`config.mk`:
```
export PLATFORM = sky130hd
export DESIGN_NAME = pr_req_arbiter_flat
export DESIGN_NICKNAME = d
export VERILOG_FILES = /design/src/rtl/pr_req_arbiter_if.sv /design/src/rtl/pr_req_arbiter.sv /design/src/flat_wrapper.sv
export SDC_FILE = /design/constraint.sdc
export NUM_CORES = 1
export LEC_CHECK = 0
export CAP_MARGIN = 40
export CORE_MARGIN = 2
export CORE_UTILIZATION = 52
export CTS_CLUSTER_SIZE = 12
export DETAILED_ROUTE_END_ITERATION = 8
export DONT_BUFFER_PORTS = 1
export PLACE_DENSITY = 0.64
export SYNTH_ARGS = -nofsm -noshare
export SYNTH_HDL_FRONTEND = slang
export SYNTH_SLANG_ARGS = --single-unit
```
`constraint.sdc`:
```
create_clock -name clk -period 4.54 [get_ports clk]
set_input_delay 0.227 -clock clk [delete_from_list [all_inputs] [get_ports clk]]
set_output_delay 0.227 -clock clk [all_outputs]
set_load 0.01 [all_outputs]
```
`src/rtl/pr_req_arbiter_if.sv`:
```
// Request/response and value-table bundle between the PageRank engines and
// the shared remote-read arbiter.
interface pr_req_arbiter_if #(
  parameter int NUM_ENG = 4,
  parameter int WIDTH   = 16,
  parameter int OFFW    = 4
);
  logic [NUM_ENG*(5+OFFW)-1:0]     req_pkt;
  logic [NUM_ENG*(WIDTH+OFFW+1)-1:0] resp_pkt;
  logic                            rd_en;
  logic [1:0]                      rd_eng;
  logic [OFFW-1:0]                 rd_addr;
  logic [WIDTH-1:0]                rd_data;
  logic                            busy;
  logic [15:0]                     served_cnt;
  logic [7:0]                      err_cnt;

  // Arbiter side
  modport slave (
    input  req_pkt, rd_data,
    output resp_pkt, rd_en, rd_eng, rd_addr, busy, served_cnt, err_cnt
  );

  // Engine / value-table side
  modport master (
    output req_pkt, rd_data,
    input  resp_pkt, rd_en, rd_eng, rd_addr, busy, served_cnt, err_cnt
  );
endinterface

```
`src/rtl/pr_req_arbiter.sv`:
```
// Round-robin remote-read arbiter: grants one engine request at a time, reads
// the owning engine's value table and returns a response packet to the
// requester. Malformed requests (bad or self destination) get an error reply.
module pr_req_arbiter #(
  parameter int NUM_ENG = 4,
  parameter int WIDTH   = 16,
  parameter int OFFW    = 4
) (
  input  logic            clk,
  input  logic            reset,
  pr_req_arbiter_if.slave bus_io
);
  localparam int RW = 5 + OFFW;         // request lane width
  localparam int PW = WIDTH + OFFW + 1; // response lane width

  typedef enum logic [1:0] {IDLE, READ, WAIT, RESP} state_t;

  state_t               state_q, state_d;
  logic [1:0]           ptr_q, ptr_d;
  logic [1:0]           g_q, g_d;
  logic [OFFW-1:0]      off_q, off_d;
  logic [NUM_ENG-1:0]   cool_q, cool_d;
  logic [NUM_ENG*PW-1:0] resp_q, resp_d;
  logic                 rd_en_q, rd_en_d;
  logic [1:0]           rd_eng_q, rd_eng_d;
  logic [OFFW-1:0]      rd_addr_q, rd_addr_d;
  logic                 busy_q, busy_d;
  logic [15:0]          served_q, served_d;
  logic [7:0]           err_q, err_d;

  logic [NUM_ENG-1:0]   req_v, elig;
  logic [1:0]           req_dst [NUM_ENG];
  logic [OFFW-1:0]      req_off [NUM_ENG];
  logic [2*NUM_ENG-1:0] unused_src;

  logic                 found, bad;
  logic [1:0]           gsel, cand;

  // Unpack request lanes; the src field carries no routing information.
  for (genvar gi = 0; gi < NUM_ENG; gi++) begin : g_lane
    assign req_v[gi]            = bus_io.req_pkt[gi*RW];
    assign req_dst[gi]          = bus_io.req_pkt[gi*RW+1 +: 2];
    assign unused_src[gi*2 +: 2] = bus_io.req_pkt[gi*RW+3 +: 2];
    assign req_off[gi]          = bus_io.req_pkt[gi*RW+5 +: OFFW];
    assign elig[gi]             = req_v[gi] & ~cool_q[gi];
  end

  // Round-robin search: first eligible engine starting after the last grant.
  always_comb begin
    found = 1'b0;
    gsel  = '0;
    cand  = '0;
    for (int i = 0; i < NUM_ENG; i++) begin
      cand = 2'((int'(ptr_q) + 1 + i) % NUM_ENG);
      if (!found && elig[cand]) begin
        found = 1'b1;
        gsel  = cand;
      end
    end
  end

  // A request cannot target a missing engine or the requester itself.
  assign bad = (int'(req_dst[gsel]) >= NUM_ENG) || (req_dst[gsel] == gsel);

  // FSM state register.
  always_ff @(posedge clk or posedge reset) begin
    if (reset) state_q <= IDLE;
    else       state_q <= state_d;
  end

  // FSM next-state logic.
  always_comb begin
    state_d = state_q;
    case (state_q)
      IDLE:    if (found) state_d = bad ? RESP : READ;
      READ:    state_d = WAIT;
      WAIT:    state_d = RESP;
      RESP:    state_d = IDLE;
      default: state_d = IDLE;
    endcase
  end

  // Next values of the registered outputs and the grant context.
  always_comb begin
    ptr_d     = ptr_q;
    g_d       = g_q;
    off_d     = off_q;
    cool_d    = '0;
    resp_d    = '0;
    rd_en_d   = 1'b0;
    rd_eng_d  = rd_eng_q;
    rd_addr_d = rd_addr_q;
    served_d  = served_q;
    err_d     = err_q;
    busy_d    = (state_d != IDLE);
    case (state_q)
      IDLE: begin
        if (found) begin
          ptr_d = gsel;
          g_d   = gsel;
          off_d = req_off[gsel];
          if (bad) begin
            resp_d[int'(gsel)*PW +: PW] = {{WIDTH{1'b0}}, req_off[gsel], 1'b1};
            err_d = (err_q == 8'hFF) ? err_q : err_q + 8'd1;
          end else begin
            rd_en_d   = 1'b1;
            rd_eng_d  = req_dst[gsel];
            rd_addr_d = req_off[gsel];
          end
        end
      end
      WAIT: begin
        resp_d[int'(g_q)*PW +: PW] = {bus_io.rd_data, off_q, 1'b1};
        served_d = (served_q == 16'hFFFF) ? served_q : served_q + 16'd1;
      end
      RESP:    cool_d[g_q] = 1'b1;
      default: ;
    endcase
  end

  // Output and datapath registers; reset aborts any transaction in flight.
  always_ff @(posedge clk or posedge reset) begin
    if (reset) begin
      ptr_q     <= 2'(NUM_ENG - 1);
      g_q       <= '0;
      off_q     <= '0;
      cool_q    <= '0;
      resp_q    <= '0;
      rd_en_q   <= 1'b0;
      rd_eng_q  <= '0;
      rd_addr_q <= '0;
      busy_q    <= 1'b0;
      served_q  <= '0;
      err_q     <= '0;
    end else begin
      ptr_q     <= ptr_d;
      g_q       <= g_d;
      off_q     <= off_d;
      cool_q    <= cool_d;
      resp_q    <= resp_d;
      rd_en_q   <= rd_en_d;
      rd_eng_q  <= rd_eng_d;
      rd_addr_q <= rd_addr_d;
      busy_q    <= busy_d;
      served_q  <= served_d;
      err_q     <= err_d;
    end
  end

  assign bus_io.resp_pkt   = resp_q;
  assign bus_io.rd_en      = rd_en_q;
  assign bus_io.rd_eng     = rd_eng_q;
  assign bus_io.rd_addr    = rd_addr_q;
  assign bus_io.busy       = busy_q;
  assign bus_io.served_cnt = served_q;
  assign bus_io.err_cnt    = err_q;
endmodule

```
`src/flat_wrapper.sv`:
```
// flat-port wrapper written by rule: the top's interface ports become plain ports
module pr_req_arbiter_flat 
#(
  parameter int NUM_ENG = 4,
  parameter int WIDTH   = 16,
  parameter int OFFW    = 4
)
  (clk, reset, bus_io_req_pkt, bus_io_rd_data, bus_io_resp_pkt, bus_io_rd_en, bus_io_rd_eng, bus_io_rd_addr, bus_io_busy, bus_io_served_cnt, bus_io_err_cnt);
  pr_req_arbiter_if #(.NUM_ENG(NUM_ENG), .WIDTH(WIDTH), .OFFW(OFFW)) bus_io_i ();
  input  logic clk;
  input  logic reset;
  input wire logic [$bits(bus_io_i.req_pkt)-1:0] bus_io_req_pkt;
  input wire logic [$bits(bus_io_i.rd_data)-1:0] bus_io_rd_data;
  output wire logic [$bits(bus_io_i.resp_pkt)-1:0] bus_io_resp_pkt;
  output wire logic [$bits(bus_io_i.rd_en)-1:0] bus_io_rd_en;
  output wire logic [$bits(bus_io_i.rd_eng)-1:0] bus_io_rd_eng;
  output wire logic [$bits(bus_io_i.rd_addr)-1:0] bus_io_rd_addr;
  output wire logic [$bits(bus_io_i.busy)-1:0] bus_io_busy;
  output wire logic [$bits(bus_io_i.served_cnt)-1:0] bus_io_served_cnt;
  output wire logic [$bits(bus_io_i.err_cnt)-1:0] bus_io_err_cnt;
  assign bus_io_i.req_pkt = bus_io_req_pkt;
  assign bus_io_i.rd_data = bus_io_rd_data;
  assign bus_io_resp_pkt = bus_io_i.resp_pkt;
  assign bus_io_rd_en = bus_io_i.rd_en;
  assign bus_io_rd_eng = bus_io_i.rd_eng;
  assign bus_io_rd_addr = bus_io_i.rd_addr;
  assign bus_io_busy = bus_io_i.busy;
  assign bus_io_served_cnt = bus_io_i.served_cnt;
  assign bus_io_err_cnt = bus_io_i.err_cnt;
  pr_req_arbiter #(.NUM_ENG(NUM_ENG), .WIDTH(WIDTH), .OFFW(OFFW)) u_core (.clk(clk), .reset(reset), .bus_io(bus_io_i));
endmodule
```
Word level (Yosys, flattened, before mapping)
Cells that the tools add are included.
{"block": "word_totals", "ff_bits": 130, "in_bits": 54, "wordCells": 100}
{"block": "op_classes", "addsub": 8, "n_mul": 2, "order_cmp": 7, "eq_ne": 6, "shift": 4, "n_mux": 34, "n_bitwise": 14, "reduce_logical": 13}
{"cell": "84-bit AND", "n": 2}
{"cell": "84-bit 2-to-1 mux", "n": 2}
{"cell": "84-bit case mux with 2 select lines", "n": 1}
{"cell": "21-bit by 33-bit variable shift with 84-bit output, first input constant", "n": 2}
{"cell": "21-bit by 33-bit variable part select with 84-bit output", "n": 2}
{"cell": "32-bit negator with 33-bit output", "n": 2}
{"cell": "16-bit by 1-bit adder with 16-bit output, second input constant", "n": 1}
{"cell": "16-bit equality test, second input constant", "n": 1}
{"cell": "2-bit 2-to-1 mux", "n": 8}
{"cell": "2-bit by 3-bit less-than comparator with 1-bit output, second input constant", "n": 5}
{"cell": "2-bit by 5-bit multiplier with 7-bit output, second input constant", "n": 2}
{"cell": "1-bit 2-to-1 mux", "n": 12}
{"cell": "4-bit 2-to-1 mux", "n": 3}
{"cell": "8-bit by 1-bit adder with 8-bit output, second input constant", "n": 1}
{"cell": "1-bit binary-select mux with 2-bit select", "n": 4}
{"cell": "4-bit binary-select mux with 2-bit select", "n": 1}
{"cell": "8-bit equality test, second input constant", "n": 1}
{"cell": "2-bit case mux with 4 select lines", "n": 1}
{"cell": "1-bit inverter", "n": 7}
{"cell": "2-bit by 1-bit adder with 2-bit output, second input constant", "n": 2}
{"cell": "2-bit adder, second input constant", "n": 2}
{"cell": "1-bit AND", "n": 4}
{"cell": "2-bit binary-select mux with 2-bit select", "n": 1}
{"cell": "2-bit equality test, second input constant", "n": 2}
{"cell": "other kinds (13)", "n": 19}

Depth between registers and ports, before layout
Gate-level depths: netlist of the first run.
{"block": "depth", "word_depth": 23, "depth_mapped": 10, "depth_no_buf": 8}

Worst setup path before layout of the first run
Ideal clock, no wire load.
{"block": "synth_path", "path_kind": "reg-to-reg", "from": "reg u_core.cool_q[2]", "to": "reg u_core.resp_q[46], in the netlist u_core.bus_io.resp_pkt[46]", "arrival_ns": 2.160, "path_slack_ns": 2.313, "path_stages_with_launch": 11, "n_path_buf": 2, "cell_sequence": "dfrtp_1 nor2b_1 a2bb2oi_1 a21o_1 buf_4 buf_4 inv_1 ha_1 nor3b_1 and4b_1 a22o_1"}
{"block": "synth_between", "elab_chain_len": 23, "elab_cells_between_ends": 40}
{"item": "start, declared", "line_no": "pr_req_arbiter.sv:22", "rtl": "logic [NUM_ENG-1:0] cool_q, cool_d;"}
{"item": "start signal, assigned", "line_no": "pr_req_arbiter.sv:139", "rtl": "cool_q <= cool_d;"}
{"item": "1-bit inverter *", "line_no": "pr_req_arbiter.sv:45", "rtl": "assign elig[gi] = req_v[gi] & ~cool_q[gi];"}
{"item": "1-bit AND *", "line_no": "pr_req_arbiter.sv:45"}
{"item": "1-bit binary-select mux with 2-bit select", "line_no": "pr_req_arbiter.sv:55", "rtl": "if (!found && elig[cand]) begin"}
{"item": "1-bit 2-to-1 mux (not written as such)", "line_no": "pr_req_arbiter.sv:55"}
{"item": "1-bit 2-to-1 mux", "line_no": "pr_req_arbiter.sv:55"}
{"item": "1-bit zero test", "line_no": "pr_req_arbiter.sv:55"}
{"item": "1-bit logical AND", "line_no": "pr_req_arbiter.sv:55"}
{"item": "1-bit 2-to-1 mux", "line_no": "pr_req_arbiter.sv:55"}
{"item": "(+4 left out)"}
{"item": "1-bit logical AND", "line_no": "pr_req_arbiter.sv:55"}
{"item": "2-bit 2-to-1 mux *", "line_no": "pr_req_arbiter.sv:55"}
{"item": "named net u_core.gsel[1]", "line_no": "pr_req_arbiter.sv:37", "rtl": "logic [1:0] gsel, cand;"}
{"item": "branches (longest 6 deep; another with 32-bit negator with 33-bit output)"}
{"item": "84-bit 2-to-1 mux *", "line_no": "pr_req_arbiter.sv:102", "rtl": "if (bad) begin"}
{"item": "84-bit 2-to-1 mux *", "line_no": "pr_req_arbiter.sv:98", "rtl": "if (found) begin"}
{"item": "84-bit case mux with 2 select lines *", "line_no": "pr_req_arbiter.sv:96", "rtl": "case (state_q)"}
{"item": "named net u_core.resp_d[46]", "line_no": "pr_req_arbiter.sv:23", "rtl": "logic [NUM_ENG*PW-1:0] resp_q, resp_d;"}
{"item": "end signal, assigned", "line_no": "pr_req_arbiter.sv:140", "rtl": "resp_q <= resp_d;"}
{"item": "end, declared", "line_no": "pr_req_arbiter.sv:23"}
Mark *: on every way through the listed nets, which the timed path passes. The select of a mux whose other input is x is not followed.
A chain may end at the register's enable or synchronous reset.

Worst setup path in the final report of the first run
{"block": "layout_path", "from": "reg u_core.ptr_q[0]", "to": "reg u_core.resp_q[1], in the netlist u_core.bus_io.resp_pkt[1]"}
{"block": "layout_between", "elab_chain_len": 22, "elab_cells_between_ends": 42}
{"item": "start, declared", "line_no": "pr_req_arbiter.sv:19", "rtl": "logic [1:0] ptr_q, ptr_d;"}
{"item": "start signal, assigned", "line_no": "pr_req_arbiter.sv:124", "rtl": "ptr_q <= 2'(NUM_ENG - 1);"}
{"item": "start signal, assigned", "line_no": "pr_req_arbiter.sv:136", "rtl": "ptr_q <= ptr_d;"}
{"item": "2-bit by 1-bit adder with 2-bit output *", "line_no": "pr_req_arbiter.sv:54", "rtl": "cand = 2'((int'(ptr_q) + 1 + i) % NUM_ENG);"}
{"item": "branches (longest 11 deep; another with 2-bit adder)"}
{"item": "2-bit 2-to-1 mux *", "line_no": "pr_req_arbiter.sv:55"}
{"item": "named net u_core.gsel[0]", "line_no": "pr_req_arbiter.sv:37"}
{"item": "branches (longest 6 deep; another with 32-bit negator with 33-bit output)"}
{"item": "84-bit 2-to-1 mux *", "line_no": "pr_req_arbiter.sv:102"}
{"item": "84-bit 2-to-1 mux *", "line_no": "pr_req_arbiter.sv:98"}
{"item": "84-bit case mux with 2 select lines *", "line_no": "pr_req_arbiter.sv:96"}
{"item": "named net u_core.resp_d[1]", "line_no": "pr_req_arbiter.sv:23"}
Marks and branches as above.

==> results of run 1 <==
## logic make-up after synthesis
family          synth area share (%)
simple gates                    17.3
buf+inv                         1.94
fa+ha+maj                       3.50
compound gates                  7.23
mux                             6.09
xor+xnor                        3.26
flops                           60.7
## placed cells by master (no fill, tap or decap), drive strengths merged, types with 6 or more instances in the layout
master | synthesis | layout
dfrtp | 128 | 128
and2 | 58 | 58
nor2 | 30 | 30
nand2 | 24 | 24
dlygate4sd3 | 0 | 22
inv | 13 | 20
mux2i | 18 | 18
clkbuf | 10 | 18
ha | 15 | 15
o21ai | 13 | 13
mux2 | 13 | 13
xor2 | 11 | 11
nor3 | 9 | 9
a22o | 9 | 9
nand4 | 9 | 9
xnor2 | 9 | 9
nand3 | 8 | 8
buf | 2 | 7
and3 | 6 | 6
## stage by stage
| step | cell area, sq um | total power, mW | setup slack, ns | hold slack, ns | util (%) |
|---|---|---|---|---|---|
| 2_1_floorplan | 5370 | 2.35 | 0.847 | 0.356 | - |
| 3_3_place_gp | 5530 | 2.57 | 1.66 | 0.147 | 54.3 |
| 3_5_place_dp | 5560 | 2.63 | 2.11 | 0.161 | 54.6 |
| 4_1_cts | 6380 | 4.03 | 2.08 | 0.00413 | 62.6 |
| 5_1_grt | 6380 | 4.23 | 1.88 | 0.0276 | 62.6 |
| 6_report | 6380 | 4.00 | 2.06 | 0.0221 | 62.6 |
## layout make-up
cell class              instances  area, sq um
clock buffers                  18          428
clock inverters                14          168
fillers                       818         3800
inverters                      13         53.8
multi-input cells             279         2010
flip-flops and latches        130         3260
well taps                     136          170
repair buffers                 29          293
## worst reg2reg max path, cell delays in order (launching register included)
cell and delay [ns]:
dfstp_2 0.54, and4bb_1 0.23, a21oi_1 0.25, o211ai_4 0.20, inv_4 0.21, ha_1 0.23
nand3b_1 0.09, nor3_1 0.46, a22o_1 0.23
## worst paths after layout
| kind | from | to | slack [ns] |
|---|---|---|---|
| max | u_core.ptr_q[0] | u_core.bus_io.resp_pkt[1] | 2.06 |
| min | bus_io_req_pkt[33] | u_core.bus_io.resp_pkt[23] | 0.02 |
| max reg2reg | u_core.ptr_q[0] | u_core.bus_io.resp_pkt[1] | 2.06 |
| min reg2reg | u_core.ptr_q[0] | u_core.ptr_q[0] | 0.50 |
| max in group asynchronous | reset | u_core.bus_io.err_cnt[6] | 3.26 |
| min in group asynchronous | reset | u_core.bus_io.resp_pkt[19] | 0.24 |
## flip-flops by register name, summed over array words and instances (netlist names)
| register | flops |
|---|---|
| u_core.bus_io.busy | 1 |
| u_core.bus_io.err_cnt | 8 |
| u_core.bus_io.rd_addr | 4 |
| u_core.bus_io.rd_en | 1 |
| u_core.bus_io.rd_eng | 2 |
| u_core.bus_io.resp_pkt | 84 |
| u_core.bus_io.served_cnt | 16 |
| u_core.cool_q | 4 |
| u_core.g_q | 2 |
| u_core.off_q | 4 |
| u_core.ptr_q | 2 |
| u_core.state_q | 2 |
## power groups by stage
stage / combinational (mW) / clock, mW / sequential, mW
2_1_floorplan: 0.784 / 0 / 1.57
3_3_place_gp: 0.953 / 0 / 1.62
3_5_place_dp: 1.01 / 0 / 1.62
4_1_cts: 1.05 / 1.38 / 1.61
5_1_grt: 1.17 / 1.43 / 1.63
6_report: 1.04 / 1.36 / 1.60
## per-layer routing
| layer | part of all wire [%] | wire length, um |
|---|---|---|
| met5 | 0 | 0 |
| met4 | 0.49 | 57 |
| met3 | 5.5 | 641 |
| met2 | 50 | 5810 |
| met1 | 44 | 5080 |
==> results.json, run 1 <==
{
  "cts_resized": 0,
  "wire_per_inst_um": 18.7,
  "synthFlopType": "dfrtp_1",
  "worstRegToRegCells": 8,
  "power_frac_clock_pct": 33.9,
  "clk_latency_ns": 0.50,
  "skew_ns": 0.00750,
  "cts_buffer_depth": 2,
  "die_area_sq_um": 11100,
  "grt.overflow.total": 0,
  "power_density_nw_per_um2": 627,
  "cp_num_buf_inv": 1,
  "timing.fmax_mhz": 402,
  "cp.arrival_ns": 2.92,
  "fin_cells": 619,
  "drt_iter0_drc": 153,
  "ys_top_cells_by_count": "dfrtp_1, and2_1, nor2_1",
  "fp.dieH_um": 106,
  "port_buffers": 0,
  "gp_congestion": 0.790,
  "ys_async_sr_fraction_pct": 100,
  "synth_edf_count": 0,
  "antennaDiodeCount": 0,
  "synth_top_area_share_pct": 59.7,
  "yosysSeqAreaShare_pct": 60.7,
  "max_cap_violations": 0,
  "final-setup-viol-count": 0,
  "grtUsageTotal_pct": 21.7,
  "grt_max_degree": 55,
  "drt_pass1_iterations": 4,
  "dp_hpwl_um": 7990,
  "grtUsageMet2_pct": 35.9,
  "p_int_mw": 2.61,
  "path_max_fanout": 11,
  "syn2layout_area_growth_pct": 18.9,
  "synth_most_common_cell": "dfrtp_1",
  "cts_setup_buffers": 0,
  "initial_utilization_pct": 52.7,
  "status": "complete, no violations",
  "grt_pass1_wl_um": 18800,
  "die_w_um": 106,
  "drt_wl_total_um": 11600,
  "leakage_nw": 3.10,
  "clk_pin_slew_ns": 0.06,
  "path_delay_family": "simple AND/OR/NAND/NOR gates",
  "syn-instance-count": 434,
  "pin_count": 170,
  "max_stage_delay_ns": 0.54,
  "synthesis.area_sq_um": 5370,
  "drc_errors": 0,
  "ys_warn_count": 0,
  "num_rows": 37,
  "critPathSlowestCell": "dfstp_2",
  "hold_path_class": "in2reg",
  "gr-usage-met3_pct": 6.12,
  "layout-drive-gt1-share_pct": 11.8,
  "synth_nets": 503,
  "ir_drop_uv": 318,
  "vias_per_cell": 5.44,
  "fin_crit_sh_pct": 54.7,
  "numCtsBuffers": 17,
  "path_class": "reg2reg",
  "p_switching_mw": 1.39,
  "synth_seq_cells": 130,
  "antenna_found_initial": 0,
  "cts_tree": "done",
  "final_nets": 539,
  "critPathLaunchType": "register",
  "switching_share_pct": 34.8,
  "period_needed_ns": 2.48,
  "clockRootBuffer": "clkbuf_8",
  "hold_buffers": 22,
  "num_vias": 3367,
  "cp_num_cells": 8,
  "seqPwrFrac_pct": 40.1,
  "hold_violations": 0,
  "htreeDepth": 4,
  "endpoint_kind": "register",
  "rsz0062_at_grt": "no",
  "cts.sink_count": 130,
  "met1_usage_pct": 28.0,
  "netlist_top_cells_area": "dfrtp_1, and2_1, ha_1",
  "ant_nets": 0,
  "dp.cells": 565,
  "cp.required_ns": 4.98,
  "coreArea_sq_um": 10200,
  "synth_top_cell_by_area": "dfrtp_1",
  "relSlewSlack_pct": 37.1,
  "grt_pass1_vias": 3590,
  "busiest_layer": "met2",
  "setup_tns_ns": 0,
  "worst_pin_slew_ns": 0.933,
  "syn_area_per_cell_sq_um": 12.4,
  "pwr-share-comb_pct": 26.0,
  "crit_path_cell_trace": "and4bb_1 > a21oi_1 > o211ai_4 > inv_4 > ha_1 > nand3b_1 > nor3_1 > a22o_1",
  "slew_violations": 0,
  "min_path_cells": 2,
  "synth_cell_types": 47
}
(Power assumes the default switching activity.)
==> inputs of run 2 (changes only) <==
==> constraint.sdc (replaced) <==
create_clock -name clk -period 2.3 [get_ports clk]
set_input_delay 0.115 -clock clk [delete_from_list [all_inputs] [get_ports clk]]
set_output_delay 0.115 -clock clk [all_outputs]
set_load 0.01 [all_outputs]
==> results.json, run 2 (synthesized netlist as in run 1, its figures left out) <==
{
  "status": "complete, no violations",
  "ir_drop_uv": 661,
  "hp-start": "bus_io_req_pkt[8]",
  "fin_crit_sh_pct": 98.3,
  "fp.dieH_um": 106,
  "largest_reg_flops": 84,
  "final_util_pct": 67.2,
  "period_needed_ns": 2.26,
  "met1_usage_pct": 27.5,
  "clk_latency_ns": 0.52,
  "final_area_sq_um": 6840,
  "drt_iter0_drc": 250,
  "final-setup-viol-count": 0,
  "cp.required_ns": 2.69,
  "leakage_nw": 3.30,
  "endpoint_kind": "register",
  "die_area_sq_um": 11100,
  "hold_path_class": "in2reg",
  "drc_errors": 0,
  "regToRegEndpoint": "u_core.bus_io.rd_addr[0]",
  "critPathLaunchType": "register",
  "cts.sink_count": 130,
  "layout_common_cells": "dfrtp_1, and2_1, dlygate4sd3_1",
  "relSlewSlack_pct": 45.2,
  "grt_max_degree": 51,
  "syn2layout_area_growth_pct": 27.5,
  "vias_per_cell": 5.46,
  "dp_hpwl_um": 8200,
  "port_buffers": 0,
  "numCtsBuffers": 17,
  "max_cap_violations": 0,
  "grt_pass1_wl_um": 19400,
  "wire_per_inst_um": 18.6,
  "htreeDepth": 4,
  "timing.fmax_mhz": 442,
  "cts_buffer_depth": 2,
  "skew_ns": 0.00667,
  "grt_pass1_vias": 3687,
  "grt.overflow.total": 0,
  "rsz0062_at_grt": "yes",
  "power_mw": 8.48,
  "grtUsageMet2_pct": 38.2,
  "gp_congestion": 0.810,
  "layout-drive-gt1-share_pct": 20.3,
  "initial_utilization_pct": 52.7,
  "grtUsageTotal_pct": 22.6,
  "cts_tree": "done",
  "coreArea_sq_um": 10200,
  "cp.arrival_ns": 2.65,
  "drt_wl_total_um": 12200,
  "worstRegToRegCells": 8,
  "die_w_um": 106,
  "antenna_found_initial": 0,
  "drt_pass1_iterations": 6,
  "mostFrequentLayoutCell": "dfrtp_1",
  "clk_pin_slew_ns": 0.06,
  "path_class": "reg2reg",
  "busiest_layer": "met2",
  "power_density_nw_per_um2": 1240,
  "num_rows": 37,
  "slew_violations": 0,
  "path_max_fanout": 7,
  "startpoint": "u_core.ptr_q[0]",
  "pre_cts_ws_ns": 0.00684,
  "hold_violations": 0,
  "clockRootBuffer": "clkbuf_8",
  "num_vias": 3591,
  "r2r_slack_ns": 0.04,
  "r2r-start": "u_core.ptr_q[0]",
  "endpoint": "u_core.bus_io.rd_addr[0]",
  "final_nets": 578,
  "dpl_cell_area_sq_um": 5750,
  "worst_pin_slew_ns": 0.813,
  "fin_ws_ns": 0.0390,
  "ant_nets": 0,
  "antennaDiodeCount": 0,
  "pin_count": 170,
  "gr-usage-met3_pct": 6.18
}
[run 2: cell types whose count changed in the layout (fill, tap and decap cells not counted), moves of 4 or more]
cell	previous run	this run
o21ai_0	11	6
buf_4	6	32
o21ai_1	1	5
mux2i_2	0	6
mux2i_1	18	10
dlygate4sd3_1	22	33
[run 2: through the flow]
stage / TNS [ns] / hold slack (ns) / instances
after detailed placement: 0 / 0.130 / 587
final: 0 / 0.0847 / 658
after global placement: 0 / 0.122 / 587
after floorplan: 0 / 0.244 / 434
after CTS: 0 / 0.00163 / 650
after global routing: -0.136 / 0.130 / 658
[run 2: area by class of cell]
class,instances,area (sq um)
Fill cell,755,3340
Sequential cell,130,3260
Multi-Input combinational cell,279,2120
Timing Repair Buffer,68,631
Clock buffer,17,414
Clock inverter,15,196
Tap cell,136,170
Inverter,13,55.1
[run 2: report_power, final]
group | switching, mW | total [mW] | leakage, nW | internal, mW
Clock | 1.07 | 2.76 | 0.295 | 1.69
Combinational | 1.35 | 2.54 | 1.26 | 1.19
Sequential | 0.492 | 3.18 | 1.75 | 2.69
[run 2: per-layer routing]
layer  wire length [um]  vias up  share of wire [%]
met4                206        0                1.7
met5                  0        -                  0
met3                719       16                5.9
met1               5040     1807                 41
li1                   -     1649                  -
met2               6260      119                 51
[run 2: how the worst min path moves through the flow]
stage	slack [ns]	cells past startpoint	endpoint
floorplan	0.24	1	u_core.bus_io.resp_pkt[10]
global placement	0.12	1	u_core.bus_io.resp_pkt[36]
detailed placement	0.13	1	u_core.bus_io.resp_pkt[78]
CTS	0.002	3	u_core.bus_io.resp_pkt[65]
global route	0.13	3	u_core.bus_io.rd_addr[1]
finish	0.08	3	u_core.bus_io.resp_pkt[46]
[run 2: timing repair]
action                                  4_1_cts  5_1_grt
endpoints found under the setup margin       10       34
pin swaps                                     0        7
setup buffers                                 0        7
endpoints found under the hold margin       103        1
hold buffers                                 31        2
gates cloned                                  0        0
gates resized for setup                       1       28
[run 2: worst max-delay path, stage by stage, from the launching register on]
cell,delay (ns)
dfstp_2,0.54
and4bb_2,0.26
buf_4,0.15
nor3_1,0.15
buf_4,0.16
a221oi_4,0.05
buf_4,0.17
o21ai_4,0.28
mux2_1,0.37
